--- config.mk ---
export PLATFORM = sky130hd
export DESIGN_NAME = abus_owner
export DESIGN_NICKNAME = d
export VERILOG_FILES = /design/src/rtl/abus_pkg.sv /design/src/rtl/abus_owner.sv
export SDC_FILE = /design/constraint.sdc
export NUM_CORES = 1
export LEC_CHECK = 0
export ABC_AREA = 1
export CAP_MARGIN = 20
export CORE_ASPECT_RATIO = 0.8
export CORE_MARGIN = 1
export CORE_UTILIZATION = 43
export CTS_BUF_LIST = sky130_fd_sc_hd__clkbuf_2 sky130_fd_sc_hd__clkbuf_4 sky130_fd_sc_hd__clkbuf_8
export CTS_CLUSTER_DIAMETER = 40
export DETAILED_ROUTE_END_ITERATION = 16
export PLACE_DENSITY = 0.78
export SLEW_MARGIN = 0
export SYNTH_ARGS = -nofsm -noshare
export SYNTH_HDL_FRONTEND = slang
export SYNTH_SLANG_ARGS = --single-unit
--- constraint.sdc ---
create_clock -name clk -period 5.6 [get_ports clk]
set_clock_uncertainty 0.2 [all_clocks]
set_input_delay 0.84 -clock clk [delete_from_list [all_inputs] [get_ports clk]]
set_output_delay 0.84 -clock clk [all_outputs]
set_load 0.02 [all_outputs]
--- src/rtl/abus_pkg.sv ---
// Shared types and helpers for the abus ownership stage.
// Build option: ABUS_OWNER_TIMEOUT_EN enables forced release in abus_owner.
package abus_pkg;

  typedef enum logic [1:0] {
    IDLE = 2'd0,
    BUSY = 2'd1,
    GAP  = 2'd2
  } abus_owner_state_t;

  localparam int ABUS_N     = 8;
  localparam int ABUS_IDX_W = $clog2(ABUS_N);
  localparam int ABUS_MAX_N = 64;

  // OR of the set bit positions; exact for one-hot input.
  function automatic logic [5:0] onehot2idx(input logic [ABUS_MAX_N-1:0] vec);
    logic [5:0] idx;
    idx = '0;
    for (int i = 0; i < ABUS_MAX_N; i++) begin
      if (vec[i]) idx = idx | 6'(i);
    end
    return idx;
  endfunction

endpackage

--- src/rtl/abus_owner.sv ---
// Registered bus-ownership stage behind the lower-first arbiter abus_lf.
// Build option: define ABUS_OWNER_TIMEOUT_EN to bound ownership at HOLD_MAX cycles.
//
//  state | meaning
//  IDLE  | no owner, waiting for a one-hot arbiter result
//  BUSY  | grant held while the owner keeps its request
//  GAP   | single dead cycle after a release, grant = 0
module abus_owner
  import abus_pkg::*;
#(
  parameter int N        = 8,
  parameter int HOLD_MAX = 16
) (
  input  logic                 clk,
  input  logic                 rstb,
  input  logic [N-1:0]         req,
  output logic [N-1:0]         arb_req,
  input  logic [N-1:0]         arb_grant,
  output logic [N-1:0]         grant,
  output logic [$clog2(N)-1:0] owner_idx,
  output logic                 busy,
  output logic                 timeout
);

  localparam int IW = $clog2(N);

  if (N < 2 || N > ABUS_MAX_N) begin : g_bad_n
    $error("abus_owner: N out of range");
  end
  if (HOLD_MAX < 2) begin : g_bad_hold
    $error("abus_owner: HOLD_MAX must be at least 2");
  end

  abus_owner_state_t state;
  logic [N-1:0]      mask;
  logic [N-1:0]      hit;
  logic [IW-1:0]     idx_next;
  logic              owner_req;
  logic              latch;
  logic              force_rel;

  assign arb_req   = req & ~mask;
  assign hit       = arb_grant & arb_req;
  assign idx_next  = IW'(onehot2idx(ABUS_MAX_N'(hit)));
  assign owner_req = req[owner_idx];
  // Only a clean one-hot result is trusted; anything else waits a cycle.
  assign latch     = (state != BUSY) && $onehot(hit);

`ifdef ABUS_OWNER_TIMEOUT_EN
  localparam int CW = $clog2(HOLD_MAX + 1);
  logic [CW-1:0] hold_cnt;

  assign force_rel = (state == BUSY) && owner_req && (hold_cnt == CW'(HOLD_MAX - 1));

  // A preempted master stays masked until it drops its request once.
  always_ff @(posedge clk) begin
    if (!rstb) begin
      hold_cnt <= '0;
      mask     <= '0;
      timeout  <= 1'b0;
    end else begin
      timeout <= force_rel;
      mask    <= (mask & req) | (force_rel ? (N'(1) << owner_idx) : '0);
      if (latch)
        hold_cnt <= '0;
      else if (state == BUSY && hold_cnt != CW'(HOLD_MAX - 1))
        hold_cnt <= hold_cnt + CW'(1);
    end
  end
`else
  assign force_rel = 1'b0;
  assign mask      = '0;
  assign timeout   = 1'b0;
`endif

  always_ff @(posedge clk) begin
    if (!rstb) begin
      state     <= IDLE;
      grant     <= '0;
      owner_idx <= '0;
      busy      <= 1'b0;
    end else begin
      case (state)
        IDLE, GAP: begin
          if (latch) begin
            state     <= BUSY;
            grant     <= hit;
            owner_idx <= idx_next;
            busy      <= 1'b1;
          end else begin
            state <= IDLE;
          end
        end
        BUSY: begin
          if (!owner_req || force_rel) begin
            state <= GAP;
            grant <= '0;
            busy  <= 1'b0;
          end
        end
        default: begin
          state <= IDLE;
          grant <= '0;
          busy  <= 1'b0;
        end
      endcase
    end
  end

endmodule

==> impl_metrics.json, run 1 <==
{
  "fin_tns_setup_ns": 0,
  "ant_nets": 0,
  "reg2regPathDepth": 6,
  "max_slew.worst_pin.slew_ns": 0.5726,
  "netlist_area_sq_um": 1041,
  "cts_resized": 0,
  "globalRouteTotalUtil_pct": 19.90,
  "cts_root_buffer": "clkbuf_4",
  "wirelength_um": 2371,
  "port_buffers": 37,
  "slew_viol_final": 0,
  "peakVddDrop_mv": 0.1712,
  "path_clk_slew_ns": 0.09,
  "grt_max_degree": 14,
  "yosys-top-cells-area": "dfxtp_1, nand2_1, inv_1",
  "fin_crit_sh_pct": 84.20,
  "postCtsSetupBuffers": 0,
  "synth_top_cell_by_area": "dfxtp_1",
  "swShare_pct": 44.58,
  "fin_nets": 189,
  "total_leakage_power_nw": 0.6037,
  "path_cells": "clkdlybuf4s50_1 > nand2_1 > inv_1 > fa_1 > inv_1 > fa_1 > inv_1 > fa_1 > ha_1 > inv_1 > fa_1 > nand2_1 > nor2_1 > nand2_2 > nor2_4 > nand2_4 > nor2_1 > a211oi_1",
  "critPathRequiredTime_ns": 5.56,
  "drc_errors": 2,
  "min_period_ns": 4.715,
  "worstHoldEndpoint": "grant[0]",
  "worstReg2RegEnd": "owner_idx[1]",
  "netlist.area_leader.share_pct": 26.92,
  "yosysWarnings": 0,
  "violations": "DRC",
  "pwr-share-comb_pct": 55.6,
  "cts_buffers": 3,
  "rsz0062_at_grt": "false",
  "ys_ff_latch": 14,
  "min_path_cells": 2,
  "p_per_area_nw_per_um2": 346.9,
  "cp.arrival_ns": 4.67,
  "outcome": "finished, violations left",
  "cpPeakStageDelay_ns": 0.53,
  "ios": 39,
  "synth-seq-area-share_pct": 26.92,
  "detailed_place_hpwl_um": 1913,
  "holdCritPathClass": "reg2reg",
  "finalNonFillerCells": 188,
  "worstReg2RegStart": "state[0]",
  "worstSkewPairLatency_ns": 0.29,
  "synth_ff_type": "dfxtp_1",
  "cts.htree.levels": 1,
  "min_from": "grant[0]",
  "die_w_um": 57.01,
  "startpoint_type": "input pin",
  "detail_route.vias_per_cell": 4.952,
  "rows": 15,
  "synth_edf_count": 0,
  "wl_per_cell_um": 12.61,
  "placed_cells": 184,
  "grt_overflow": 0,
  "power_switching_uw": 215.2,
  "dr_total_vias": 931,
  "p_int_uw": 267.5,
  "finalSetupViolations": 0,
  "cts_sinks": 14,
  "fillers": 195,
  "cts_buffer_depth": 2,
  "syn_avg_cell_area_sq_um": 7.827,
  "synthToLayoutAreaGrowth_pct": 33.65,
  "critPathKind": "in2reg",
  "max_freq_mhz": 212.1,
  "end_kind": "flip-flop",
  "dr.pass1.iters": 10,
  "slowest_stage": "fa_1",
  "die_area_sq_um": 2623,
  "slew_headroom_pct": 61.78,
  "p_total_uw": 482.6,
  "ys_types": 23,
  "yosys-top-cells-count": "nand2_1, inv_1, dfxtp_1, nand3_1",
  "coreArea_sq_um": 2215,
  "cts_tree": "yes",
  "grt_pass1_vias": 872,
  "gp_congestion": 0.8162,
  "hold_buffers": 0,
  "antenna_found_initial": 0,
  "hold_violations": 0,
  "initial_core_util_pct": 47.01,
  "async_flop_share_pct": 0,
  "syn_inst": 133,
  "worstPathMaxFanout": 9,
  "grt_pass1_wl_um": 3898,
  "drive_gt1_share_pct": 19.02,
  "yosysMostFrequentCell": "nand2_1",
  "synth_nets": 158,
  "r2r_slack_ns": 3.94,
  "die_h_um": 46.01,
  "diodes": 0,
  "drv_cap": 0,
  "p_seq_share_pct": 28.9,
  "first_iter_violations": 31,
  "clockPowerShare_pct": 15.4
}
-- flip-flops by register name, indices dropped and copies added (netlist names) --
register and count:
state 2, owner_idx 3, grant 8, busy 1
-- layout by cell type (no fill, tap or decap), drive strengths merged --
| master | netlist | final |
|---|---|---|
| a211oi | 2 | 2 |
| a21oi | 11 | 11 |
| clkbuf | 0 | 4 |
| clkdlybuf4s50 | 0 | 37 |
| conb | 1 | 1 |
| dfxtp | 14 | 14 |
| fa | 4 | 4 |
| ha | 3 | 3 |
| inv | 24 | 24 |
| nand2 | 37 | 37 |
| nand3 | 14 | 14 |
| nand4 | 3 | 3 |
| nor2 | 8 | 8 |
| o21ai | 1 | 1 |
-- kinds of logic (layout without fill, tap and decap cells) --
| family | count (synthesis) | after routing | share of synthesized area [%] |
|---|---|---|---|
| flip-flops | 14 | 14 | 26.92 |
| other | 1 | 1 | 0.3602 |
| AO/OA/AOI/OAI | 14 | 14 | 10.46 |
| AND/OR/NAND/NOR | 62 | 62 | 33.89 |
| adder cells (fa/ha/maj) | 7 | 7 | 11.30 |
| buffers and inverters | 35 | 65 | 17.07 |
-- power by group through the flow --
stage                     logic (mW)  registers (mW)  clock network, mW
after detailed placement       0.267           0.142                  0
after CTS                      0.269           0.140             0.0752
after global placement         0.260           0.141                  0
after floorplan                0.171           0.162                  0
after global routing           0.292           0.142             0.0805
final                          0.268           0.140             0.0746
-- per-layer routing --
metal	up-vias	global-route usage, %	share of wire [%]
li1	471	-	-
met1	423	25.95	46
met2	33	33.65	48
met3	4	4.261	5.2
met4	0	5.854	1.3
met5	-	0	0
-- critical path: cells and delay by family --
kind / cells / cell delay (ns)
adders and majority gates: 5 / 2.19
and+or+nand+nor: 7 / 0.88
buffers and inverters: 5 / 0.70
AOI/OAI and AO/OA: 1 / 0.06
-- stage by stage --
stage | hold slack [ns] | worst slack [ns] | instance area, sq um | util, %
final | 0.2721 | 0.8846 | 1391 | 62.82
after global routing | 0.2935 | 0.6746 | 1391 | 62.82
after CTS | 0.2744 | 0.8936 | 1391 | 62.82
after detailed placement | 0.2599 | 0.6065 | 1355 | 61.19
after global placement | 0.2542 | 0.7426 | 1355 | 61.19
after floorplan | 0.3419 | 1.360 | 1041 | -
-- how the worst max path moves through the flow --
stage	slack, ns	start	cells after the start	end
after floorplan	1.36	req[3]	17	owner_idx[0]
after global placement	0.74	req[3]	17	owner_idx[1]
after CTS	0.89	req[3]	18	owner_idx[1]
after global routing	0.67	req[3]	17	owner_idx[1]
after detailed placement	0.61	req[3]	18	owner_idx[1]
final	0.88	req[3]	18	owner_idx[1]
-- final cells by class --
type / count / area, sq um / area share, %
Timing Repair Buffer: 37 / 370.4 / 26.62
Clock buffer: 4 / 36.28 / 2.608
Sequential cell: 14 / 280.3 / 20.14
Multi-Input combinational cell: 84 / 583.1 / 41.91
Tap cell: 25 / 31.28 / 2.248
Inverter: 24 / 90.09 / 6.475
Note: power is estimated with default switching activity, not from simulation.
==> inputs of run 2 (changes only) <==
--- a/config.mk
+++ b/config.mk
@@ -9,7 +9,7 @@
 export CAP_MARGIN = 20
 export CORE_ASPECT_RATIO = 0.8
 export CORE_MARGIN = 1
-export CORE_UTILIZATION = 43
+export CORE_UTILIZATION = 41
 export CTS_BUF_LIST = sky130_fd_sc_hd__clkbuf_2 sky130_fd_sc_hd__clkbuf_4 sky130_fd_sc_hd__clkbuf_8
 export CTS_CLUSTER_DIAMETER = 40
 export DETAILED_ROUTE_END_ITERATION = 16
==> constraint.sdc (replaced) <==
create_clock -name clk -period 3.88 [get_ports clk]
set_clock_uncertainty 0.2 [all_clocks]
set_input_delay 0.582 -clock clk [delete_from_list [all_inputs] [get_ports clk]]
set_output_delay 0.582 -clock clk [all_outputs]
set_load 0.02 [all_outputs]
==> run 2 against run 1 <==
The run ends with setup timing left. Core utilization increased by 10 points. Global-route usage rose by 4.2 points. Count of clock-buffer cells in the layout stayed put. Sequential power rose by 45%. Final cell count rose by 16%. Combinational power increased by 96%. Total power is 73% higher. Wire length up 40%. Die area up 4.7%. Non-clock buffer count is 20 higher. Flip-flop and latch count did not move. Sequential share of layout area fell by 3.2 points. Critical endpoint is now grant[3]. Highest routed layer unchanged.
==> impl_metrics.json, run 2 (synthesis gave the netlist of run 1 again) <==
{
  "outcome": "finished, violations left",
  "violations": "setup timing",
  "die_h_um": 47.07,
  "diodes": 0,
  "largest_register_ffs": 8,
  "cts_sinks": 14,
  "p_seq_share_pct": 24.3,
  "worst_slack_ns": -0.1151,
  "total_leakage_power_nw": 0.7290,
  "fin_nets": 211,
  "grt_overflow": 0,
  "worstSkewPairLatency_ns": 0.28,
  "rsz0062_at_grt": "true",
  "largestRegisters": "grant (8), owner_idx (3), state (2)",
  "peakVddDrop_mv": 0.2477,
  "finalNonFillerCells": 219,
  "wl_per_cell_um": 15.15,
  "cts_tree": "yes",
  "p_int_uw": 454.6,
  "drv_cap": 0,
  "min_path_cells": 2,
  "critPathRequiredTime_ns": 3.90,
  "rows": 15,
  "worstPathMaxFanout": 3,
  "critPathKind": "in2reg",
  "final_common_cell": "clkdlybuf4s50_1",
  "fin_crit_sh_pct": 103.0,
  "die_area_sq_um": 2746,
  "gp_congestion": 0.7622,
  "detailed_place_hpwl_um": 2196,
  "fillers": 145,
  "drive_gt1_share_pct": 40.54,
  "coreArea_sq_um": 2271,
  "layout_common_cells": "clkdlybuf4s50_1, nand2_1, buf_4",
  "p_total_uw": 835.8,
  "dr_total_vias": 1107,
  "max_slew.worst_pin.slew_ns": 0.6882,
  "detail_route.vias_per_cell": 5.055,
  "globalRouteTotalUtil_pct": 24.08,
  "p_per_area_nw_per_um2": 504.1,
  "ios": 39,
  "wirelength_um": 3318,
  "max_freq_mhz": 250.3,
  "min_period_ns": 3.995,
  "cts_buffer_depth": 2,
  "slew_headroom_pct": 54.07,
  "grt_max_degree": 14,
  "power_switching_uw": 381.1,
  "first_iter_violations": 70,
  "cts_buffers": 3,
  "synthToLayoutAreaGrowth_pct": 59.25,
  "path_clk_slew_ns": 0.09,
  "die_w_um": 58.34,
  "swShare_pct": 45.60,
  "antenna_found_initial": 0,
  "cts_root_buffer": "clkbuf_4",
  "cts.htree.levels": 1,
  "pwr-share-comb_pct": 62.8,
  "grt_pass1_wl_um": 4719,
  "reg2regPathDepth": 7,
  "startpoint_type": "input pin",
  "dr.pass1.iters": 4,
  "drc_errors": 0,
  "slew_viol_final": 0,
  "grt_pass1_vias": 1026,
  "placed_cells": 204,
  "hold_violations": 0,
  "regMostFlops": "grant",
  "initial_core_util_pct": 45.84,
  "finalSetupViolations": 11,
  "port_buffers": 37,
  "ant_nets": 0,
  "cp.arrival_ns": 4.02,
  "holdCritPathClass": "reg2reg",
  "clockPowerShare_pct": 12.9,
  "end_kind": "flip-flop"
}
==> run 2: path summary, 6_finish.rpt <==
kind | slack (ns) | end | from
max | -0.12 | grant[3] | req[0]
min | 0.28 | grant[6] | grant[6]
max reg2reg | 2.08 | grant[3] | state[0]
min reg2reg | 0.28 | grant[6] | grant[6]
==> run 2: metrics by stage <==
step | setup WS (ns) | setup TNS [ns] | hold slack (ns) | utilization, % | cell area (sq um)
floorplan | -0.02378 | -0.02378 | 0.3419 | - | 1051
global placement | -0.6496 | -7.882 | 0.2562 | 64.24 | 1459
detailed placement | -0.8248 | -9.964 | 0.2576 | 64.24 | 1459
CTS | -0.09922 | -0.9687 | 0.2722 | 69.97 | 1589
global route | -0.1957 | -1.610 | 0.2989 | 73.00 | 1658
finish | -0.1151 | -0.6778 | 0.2786 | 73.00 | 1658
==> run 2: critical path, stage by stage <==
cell and delay, ns:
buf_6 0.09, nand2_2 0.06, inv_2 0.05, fa_1 0.56
inv_1 0.06, fa_1 0.49, inv_2 0.04, fa_1 0.48
ha_2 0.19, inv_2 0.04, fa_1 0.47, nand2_1 0.08
nor2_2 0.09, nand2_2 0.09, nor2_4 0.17, buf_4 0.15
buf_6 0.09, nand3_2 0.07, a21oi_2 0.15
==> run 2: power by group through the flow <==
stage / Clock, mW / Combinational (mW) / Sequential, mW
2_1_floorplan: 0 / 0.250 / 0.234
3_3_place_gp: 0 / 0.387 / 0.203
3_5_place_dp: 0 / 0.397 / 0.205
4_1_cts: 0.106 / 0.450 / 0.202
5_1_grt: 0.115 / 0.554 / 0.208
6_report: 0.108 / 0.525 / 0.203
==> run 2: what timing repair did <==
item,in CTS,in global routing
gates cloned,1,1
hold buffers,0,0
setup endpoints to repair,13,13
buffers inserted,6,3
hold endpoints to repair,0,0
resized for setup,44,6
pin swaps,17,18
==> run 2: final cells by class <==
type	count	area [sq um]	area share, %
flip-flops and latches	14	280.3	16.91
clock buffers	4	36.28	2.189
well taps	34	42.54	2.566
multi-input cells	86	674.4	40.68
inverters	24	92.59	5.585
repair buffers	57	531.8	32.08
==> run 2: routing by layer <==
metal  up-vias  part of all wire (%)  track usage, %  routed length [um]
met5         -                     0               0                   0
met4         0                   6.5           11.90                 215
met2        53                    48           44.14                1597
met3        26                   5.2           5.234                 174
li1        515                     -               -                   -
met1       513                    40           27.47                1331
